--- src/rtl/tile_cycler_pkg.sv ---
// -----------------------------------------------------------------------------
// tile_cycler_pkg
//   Shared definitions for the multi-tile colour cycler: colour index width,
//   the per-button step FSM states and the RGB565 palette with its lookup.
// -----------------------------------------------------------------------------
package tile_cycler_pkg;

  localparam int IDX_W = 3;

  localparam logic [15:0] RGB_WHITE  = 16'hFFFF;
  localparam logic [15:0] RGB_RED    = 16'hF800;
  localparam logic [15:0] RGB_GREEN  = 16'h07E0;
  localparam logic [15:0] RGB_BLUE   = 16'h001F;
  localparam logic [15:0] RGB_ORANGE = 16'hFD20;
  localparam logic [15:0] RGB_BLACK  = 16'h0000;

  typedef enum logic [1:0] {
    IDLE,
    LOCK,
    WAIT_REL
  } step_state_t;

  // Indices outside the six-entry palette paint black.
  function automatic logic [15:0] palette_rgb(input logic [IDX_W-1:0] idx);
    case (idx)
      3'd0:    palette_rgb = RGB_WHITE;
      3'd1:    palette_rgb = RGB_RED;
      3'd2:    palette_rgb = RGB_GREEN;
      3'd3:    palette_rgb = RGB_BLUE;
      3'd4:    palette_rgb = RGB_ORANGE;
      default: palette_rgb = RGB_BLACK;
    endcase
  endfunction

endpackage

--- src/rtl/press_stepper.sv ---
// -----------------------------------------------------------------------------
// press_stepper
//   One button channel: 2-FF synchroniser, rising-edge detector, lockout FSM
//   and the colour index it steps.
//   Ports:
//     CLK     system clock
//     RESETN  asynchronous active-low reset
//     en      accept new presses when high
//     tick    one-CLK debounce tick strobe
//     btn     raw pushbutton
//     idx     current colour index (0..NUM_COLOURS-1)
// -----------------------------------------------------------------------------
module press_stepper
  import tile_cycler_pkg::*;
#(
  parameter int NUM_COLOURS = 6,
  parameter int LOCK_TICKS  = 200
) (
  input  logic             CLK,
  input  logic             RESETN,
  input  logic             en,
  input  logic             tick,
  input  logic             btn,
  output logic [IDX_W-1:0] idx
);

  localparam int LCW = $clog2(LOCK_TICKS + 1);

  logic             sync1, sync2, prev;
  logic             rise;
  step_state_t      state, state_nxt;
  logic [LCW-1:0]   lock_cnt, lock_cnt_nxt;
  logic [IDX_W-1:0] idx_nxt;

  // Edge detector runs every cycle, independent of en, so a button held
  // while en rises never produces a late rise.
  assign rise = sync2 & ~prev;

  always_ff @(posedge CLK or negedge RESETN) begin
    if (!RESETN) begin
      sync1 <= 1'b0;
      sync2 <= 1'b0;
      prev  <= 1'b0;
    end else begin
      // NOTE: non-blocking so each flop takes its neighbour's pre-edge value;
      // blocking assignments here would collapse the chain into one stage.
      sync1 <= btn;
      sync2 <= sync1;
      prev  <= sync2;
    end
  end

  always_ff @(posedge CLK or negedge RESETN) begin
    if (!RESETN) begin
      state    <= IDLE;
      lock_cnt <= '0;
      idx      <= '0;
    end else begin
      state    <= state_nxt;
      lock_cnt <= lock_cnt_nxt;
      idx      <= idx_nxt;
    end
  end

  always_comb begin
    // NOTE: every output gets a default first, so no path leaves one unassigned
    // and no latch is inferred.
    state_nxt    = state;
    lock_cnt_nxt = lock_cnt;
    idx_nxt      = idx;
    case (state)
      IDLE: begin
        if (rise && en) begin
          idx_nxt      = (idx == IDX_W'(NUM_COLOURS - 1)) ? '0 : idx + 1'b1;
          lock_cnt_nxt = '0;
          state_nxt    = LOCK;
        end
      end
      LOCK: begin
        if (tick) begin
          lock_cnt_nxt = lock_cnt + 1'b1;
          // This tick is the LOCK_TICKS-th since the press was accepted.
          if (lock_cnt == LCW'(LOCK_TICKS - 1))
            state_nxt = sync2 ? WAIT_REL : IDLE;
        end
      end
      WAIT_REL: begin
        if (tick && !sync2)
          state_nxt = IDLE;
      end
      default: state_nxt = IDLE;
    endcase
  end

endmodule

--- src/rtl/multi_tile_colour_cycler.sv ---
// -----------------------------------------------------------------------------
// multi_tile_colour_cycler
//   NUM_TILES debounced pushbuttons each step a palette index; the indices are
//   painted as a vertical stack of tiles plus a "match" disc into the OLED
//   pixel stream. RESETN is expected to be release-synchronised to CLK
//   upstream; assertion takes effect immediately.
//   Ports:
//     CLK         system clock
//     RESETN      asynchronous active-low reset
//     en          accept new presses when high
//     btn         raw pushbuttons, bit k drives tile k
//     pix_tick    one-CLK pixel strobe
//     x, y        current pixel column (0..95) / row (0..63)
//     colour_idx  index per tile, tile k at [3k+2:3k]
//     oled_data   registered RGB565 pixel, updated on pix_tick
// -----------------------------------------------------------------------------
module multi_tile_colour_cycler
  import tile_cycler_pkg::*;
#(
  parameter int         NUM_TILES   = 3,
  parameter int         NUM_COLOURS = 6,
  parameter int         CLK_HZ      = 100_000_000,
  parameter int         TICK_HZ     = 1000,
  parameter int         LOCK_TICKS  = 200,
  parameter int         TILE_X0     = 42,
  parameter int         TILE_Y0     = 3,
  parameter int         TILE_W      = 14,
  parameter int         TILE_H      = 14,
  parameter int         TILE_PITCH  = 16,
  parameter int         IND_CX      = 48,
  parameter int         IND_CY      = 56,
  parameter int         IND_R2      = 42,
  parameter logic [5:0] MATCH_MASK  = 6'b010010
) (
  input  logic                       CLK,
  input  logic                       RESETN,
  input  logic                       en,
  input  logic [NUM_TILES-1:0]       btn,
  input  logic                       pix_tick,
  input  logic [6:0]                 x,
  input  logic [5:0]                 y,
  output logic [IDX_W*NUM_TILES-1:0] colour_idx,
  output logic [15:0]                oled_data
);

  localparam int DIV = CLK_HZ / TICK_HZ;
  localparam int TCW = (DIV > 1) ? $clog2(DIV) : 1;

  // ---------------- tick generator ----------------
  logic [TCW-1:0] tick_cnt;
  logic           tick;

  assign tick = (tick_cnt == TCW'(DIV - 1));

  always_ff @(posedge CLK or negedge RESETN) begin
    if (!RESETN) tick_cnt <= '0;
    else         tick_cnt <= tick ? '0 : tick_cnt + 1'b1;
  end

  // ---------------- button channels ----------------
  for (genvar k = 0; k < NUM_TILES; k++) begin : g_chan
    press_stepper #(
      .NUM_COLOURS(NUM_COLOURS),
      .LOCK_TICKS (LOCK_TICKS)
    ) u_step (
      .CLK   (CLK),
      .RESETN(RESETN),
      .en    (en),
      .tick  (tick),
      .btn   (btn[k]),
      .idx   (colour_idx[IDX_W*k +: IDX_W])
    );
  end

  // ---------------- match indicator ----------------
  logic [IDX_W-1:0] idx0;
  logic             all_same;
  logic [7:0]       mask8;
  logic             ind_lit;

  assign idx0  = colour_idx[IDX_W-1:0];
  assign mask8 = {2'b00, MATCH_MASK};

  always_comb begin
    all_same = 1'b1;
    for (int k = 1; k < NUM_TILES; k++)
      if (colour_idx[IDX_W*k +: IDX_W] != idx0) all_same = 1'b0;
  end

  assign ind_lit = all_same && mask8[idx0];

  // Distances are 8-bit signed; squaring after sign extension to 16 bits keeps
  // the magnitude, so points left of / above the centre do not wrap.
  logic signed [7:0]  dx, dy;
  logic signed [15:0] dx_w, dy_w;
  logic [15:0]        dx_sq, dy_sq;
  logic [16:0]        dist2;
  logic               in_disc;

  assign dx      = 8'({1'b0, x}) - 8'(IND_CX);
  assign dy      = 8'({2'b00, y}) - 8'(IND_CY);
  assign dx_w    = {{8{dx[7]}}, dx};
  assign dy_w    = {{8{dy[7]}}, dy};
  assign dx_sq   = dx_w * dx_w;
  assign dy_sq   = dy_w * dy_w;
  assign dist2   = {1'b0, dx_sq} + {1'b0, dy_sq};
  assign in_disc = (dist2 <= 17'(IND_R2));

  // ---------------- pixel painter ----------------
  int                   xi, yi;
  logic [NUM_TILES-1:0] in_tile;
  logic [15:0]          pixel_nxt;

  assign xi = int'(x);
  assign yi = int'(y);

  always_comb begin
    for (int k = 0; k < NUM_TILES; k++)
      in_tile[k] = (xi >= TILE_X0) && (xi <= TILE_X0 + TILE_W - 1) &&
                   (yi >= TILE_Y0 + k*TILE_PITCH) &&
                   (yi <= TILE_Y0 + k*TILE_PITCH + TILE_H - 1);
  end

  // Walk tiles from the highest number down so the lowest-numbered hit wins,
  // and any tile overrides the disc.
  always_comb begin
    pixel_nxt = (ind_lit && in_disc) ? palette_rgb(idx0) : RGB_BLACK;
    for (int k = NUM_TILES - 1; k >= 0; k--)
      if (in_tile[k]) pixel_nxt = palette_rgb(colour_idx[IDX_W*k +: IDX_W]);
  end

  always_ff @(posedge CLK or negedge RESETN) begin
    if (!RESETN)       oled_data <= RGB_BLACK;
    else if (pix_tick) oled_data <= pixel_nxt;
  end

endmodule

--- config.mk ---
export PLATFORM = sky130hd
export DESIGN_NAME = multi_tile_colour_cycler
export DESIGN_NICKNAME = d
export VERILOG_FILES = /design/src/rtl/tile_cycler_pkg.sv /design/src/rtl/press_stepper.sv /design/src/rtl/multi_tile_colour_cycler.sv
export SDC_FILE = /design/constraint.sdc
export NUM_CORES = 1
export LEC_CHECK = 0
export ABC_AREA = 1
export CORE_ASPECT_RATIO = 1.75
export CORE_MARGIN = 1.5
export CORE_UTILIZATION = 62
export DETAILED_ROUTE_END_ITERATION = 8
export PLACE_DENSITY = 0.8
export SYNTH_ARGS = -nofsm -noshare
export SYNTH_HDL_FRONTEND = slang
export SYNTH_SLANG_ARGS = --single-unit
--- constraint.sdc ---
create_clock -name CLK -period 2.1 [get_ports CLK]
set_clock_uncertainty 0.15 [all_clocks]
set_input_delay 0.42 -clock CLK [delete_from_list [all_inputs] [get_ports CLK]]
set_output_delay 0.42 -clock CLK [all_outputs]
set_load 0.01 [all_outputs]
==> run metrics <==
number of enable flip-flop cells after synthesis 0; most frequently used flop master after synthesis sky130_fd_sc_hd__dfrtp_1; top achievable clock speed ~150 MHz; slew at the pin closest to its max-slew limit between 0.5 and 0.6 ns; number of DRC violations after detailed routing 0; Die ar. around 15000 um^2; initial standard-cell utilization of the core 0.6374; class of the worst hold path reg2reg; share of cells above drive strength 1 0.3060; global-route congestion overflow total 0; violations in the final reports negative setup slack; worst-skew pair later-pin latency 0.33 ns; core area 13520 um^2; multi-input gate area in the final layout about 6600 um^2; synth unique cells 46; wirelength, routed roughly 31000 um; Ys Warns 0; hold_sp g_chan[0].u_step.sync1$_DFF_PN0_; Post-Syn Area 8620 um^2; per-instance average area after synthesis approximately 7.5 um^2; vias in the first global route about 9500; Data arrival, critical path 6.61 ns; Nets 1588; number of max-cap violations 0; antenna violations before repair 0; number of levels the H-tree was split into 3; top-level port count 45; CP dominant cell by count sky130_fd_sc_hd__nand2_1; vias per cell approximately 5.9; first-pass GRT wire length roughly 43000 um; Die Span Y ~160 um; worst path bufs/invs 6; final critical-path share of the clock period 3.091; largest fanout of any net on the critical path 6; kind of critical path in2reg; status finished, violations left; n_diodes 0; crit-path max cell delay between 0.5 and 0.6 ns; Layout Area Growth over Synthesis 40.50%; maximum number of pins on one net before global-route repair 70; beginning of the worst register-to-register path g_chan[2].u_step.idx[2]$_DFFE_PN0P_; Max transition margin 0.6305; ys async rst share 1.000; DP Wirelength around 18000 um; Fill cells 595; RSZ-0062 raised after global routing true; gp weighted congestion 0.9418; worst setup path startpoint x[4]; clock-pin transition on the worst setup and hold timing paths approximately 0.06 ns; fraction of the yosys area taken by sequential cells 0.2003; clock buffers created by TritonCTS 9; worst path required time ~2.2 ns; post-synthesis instance total 1149; clk sinks 69; Sequential cell area about 1700 um^2; number of buffers between clock root and the deepest sink 2; max-slew violations 0; iteration count of the initial detailed-routing pass 9; drt initial violations approximately 980; core occupancy in the finished layout 0.8955; Overall Global Routing Usage 0.3758; min cycle time layout 6.490 ns; slowest library cell on the worst path sky130_fd_sc_hd__fa_1; CTS tree built; flip-flop and latch count after synthesis 69; number of failing hold endpoints at the final stage 0; CP Capture Type flop; FP Rows 56; remaining number of nets flagged by the antenna check after routing 0; root buffer selected by CTS sky130_fd_sc_hd__clkbuf_16; Port Buffers 44; routed length per instance approximately 20 um; Die Width about 90 um; post-synth net total roughly 1300; final setup violating endpoints 6; Via Count between 9000 and 10000; kind of cell adding the most delay to the critical path adder cells; Setup crit start kind input pin; post-route worst setup slack -4.390 ns
-- area by class of cell --
class / instances / area share
timing repair inverter: 1 / 0.0006199
clock inverter: 5 / 0.004856
inverter: 282 / 0.08906
sequential: 69 / 0.1426
tap: 174 / 0.01798
timing repair buffer: 267 / 0.1796
multi-input combinational: 780 / 0.5445
clock buffer: 11 / 0.02087
-- final timing paths --
path                                                       endpoint  slack, ns  depth (start not counted)
max                                       oled_data[10]$_DFFE_PN0P_      -4.39                         36
min                                g_chan[0].u_step.sync2$_DFF_PN0_       0.21                          0
max reg2reg                               oled_data[10]$_DFFE_PN0P_      -0.14                         14
min reg2reg                        g_chan[0].u_step.sync2$_DFF_PN0_       0.21                          0
max in group asynchronous  g_chan[1].u_step.lock_cnt[1]$_DFFE_PN0P_       1.01                          3
min in group asynchronous  g_chan[2].u_step.lock_cnt[6]$_DFFE_PN0P_       0.46                          3
-- cell families (layout without fill, tap and decap cells) --
logic type,count (synthesis),in the layout,synth area share
other,2,2,0.0008713
buffers and inverters,300,566,0.1379
and+or+nand+nor,438,438,0.2272
DFF,69,69,0.2003
xor gates and xnor gates,48,48,0.04877
AOI/OAI and AO/OA,134,134,0.08942
adders and majority gates,158,158,0.2955
-- cells in the final DEF (no fill, tap or decap), drive strengths merged, types with 3 or more instances in the layout --
cell,n
inv,280
nand2,235
buf,228
nor2,95
ha,82
fa,76
dfrtp,69
nand3,55
a21oi,53
o21ai,46
clkdlybuf4s50,30
xor2,30
nor3,23
xnor2,18
nand4,16
clkbuf,15
o211ai,8
o31ai,8
a31oi,8
nor4,6
nand3b,4
clkinv,4
o21bai,3
a21o,3
clkinvlp,3
or2,3
-- stage by stage --
| stage | std cells | area, um^2 | hold WS (ns) | setup slack (ns) | TNS (ns) |
|---|---|---|---|---|---|
| CTS | 1571 | 11500 | 0.2092 | -3.828 | -11.41 |
| floorplan | 1149 | 8786 | -0.02559 | -3.713 | -11.13 |
| global route | 1589 | 12110 | 0.2109 | -4.608 | -14.37 |
| finish | 1589 | 12110 | 0.2090 | -4.390 | -13.08 |
| global placement | 1530 | 10680 | 0.1893 | -4.647 | -14.87 |
| detailed placement | 1530 | 10680 | 0.1888 | -4.765 | -15.65 |
-- metal layers --
layer	wire length (um)	up-vias	GRT usage
met4	3635	0	0.2965
li1	-	4077	-
met1	9326	4336	0.3440
met2	15700	615	0.6899
met3	2794	326	0.08453
met5	0	-	0
-- flip-flops by register name, summed over array words and instances (netlist names) --
signal                  cells
g_chan.u_step.lock_cnt     24
tick_cnt                   17
g_chan.u_step.idx           9
g_chan.u_step.state         6
oled_data                   4
g_chan.u_step.prev          3
g_chan.u_step.sync1         3
g_chan.u_step.sync2         3
-- worst reg2reg max path, cell delays in order (launching register included) --
cell and delay (ns):
sky130_fd_sc_hd__dfrtp_1 0.45, sky130_fd_sc_hd__inv_1 0.19, sky130_fd_sc_hd__o21ai_0 0.33, sky130_fd_sc_hd__nand3_4 0.11, sky130_fd_sc_hd__nor2_4 0.13, sky130_fd_sc_hd__nand3_1 0.07
sky130_fd_sc_hd__nor2_1 0.10, sky130_fd_sc_hd__nand2_1 0.08, sky130_fd_sc_hd__nor2_2 0.15, sky130_fd_sc_hd__nand3_1 0.10, sky130_fd_sc_hd__nand2_1 0.08, sky130_fd_sc_hd__nand2_1 0.05
sky130_fd_sc_hd__nand2_1 0.05, sky130_fd_sc_hd__nand2_1 0.06, sky130_fd_sc_hd__nand2_1 0.08
-- cell usage after synthesis, types with 18 or more instances --
cell / n / area, um^2
sky130_fd_sc_hd__o21ai_0: 41 / 205.2
sky130_fd_sc_hd__nand3_1: 52 / 260.3
sky130_fd_sc_hd__xor2_1: 30 / 262.8
sky130_fd_sc_hd__a21oi_1: 52 / 260.3
sky130_fd_sc_hd__nor2_1: 84 / 315.3
sky130_fd_sc_hd__ha_1: 82 / 1026
sky130_fd_sc_hd__nand2_1: 227 / 852.1
sky130_fd_sc_hd__inv_1: 272 / 1021
sky130_fd_sc_hd__xnor2_1: 18 / 157.7
sky130_fd_sc_hd__fa_1: 76 / 1521
sky130_fd_sc_hd__dfrtp_1: 69 / 1727
sky130_fd_sc_hd__nor3_1: 20 / 100.1
-- repair_timing --
item / in CTS / in global routing
gates resized for setup: 108 / 122
setup endpoints to repair: 11 / 19
hold buffers: 1 / 0
cloned: 1 / 0
setup buffers: 23 / 18
hold endpoints to repair: 69 / 0
pin swaps: 78 / 82
Power is not shown: default switching activity piles up to over one toggle a cycle in this logic, so the estimate is an artifact.
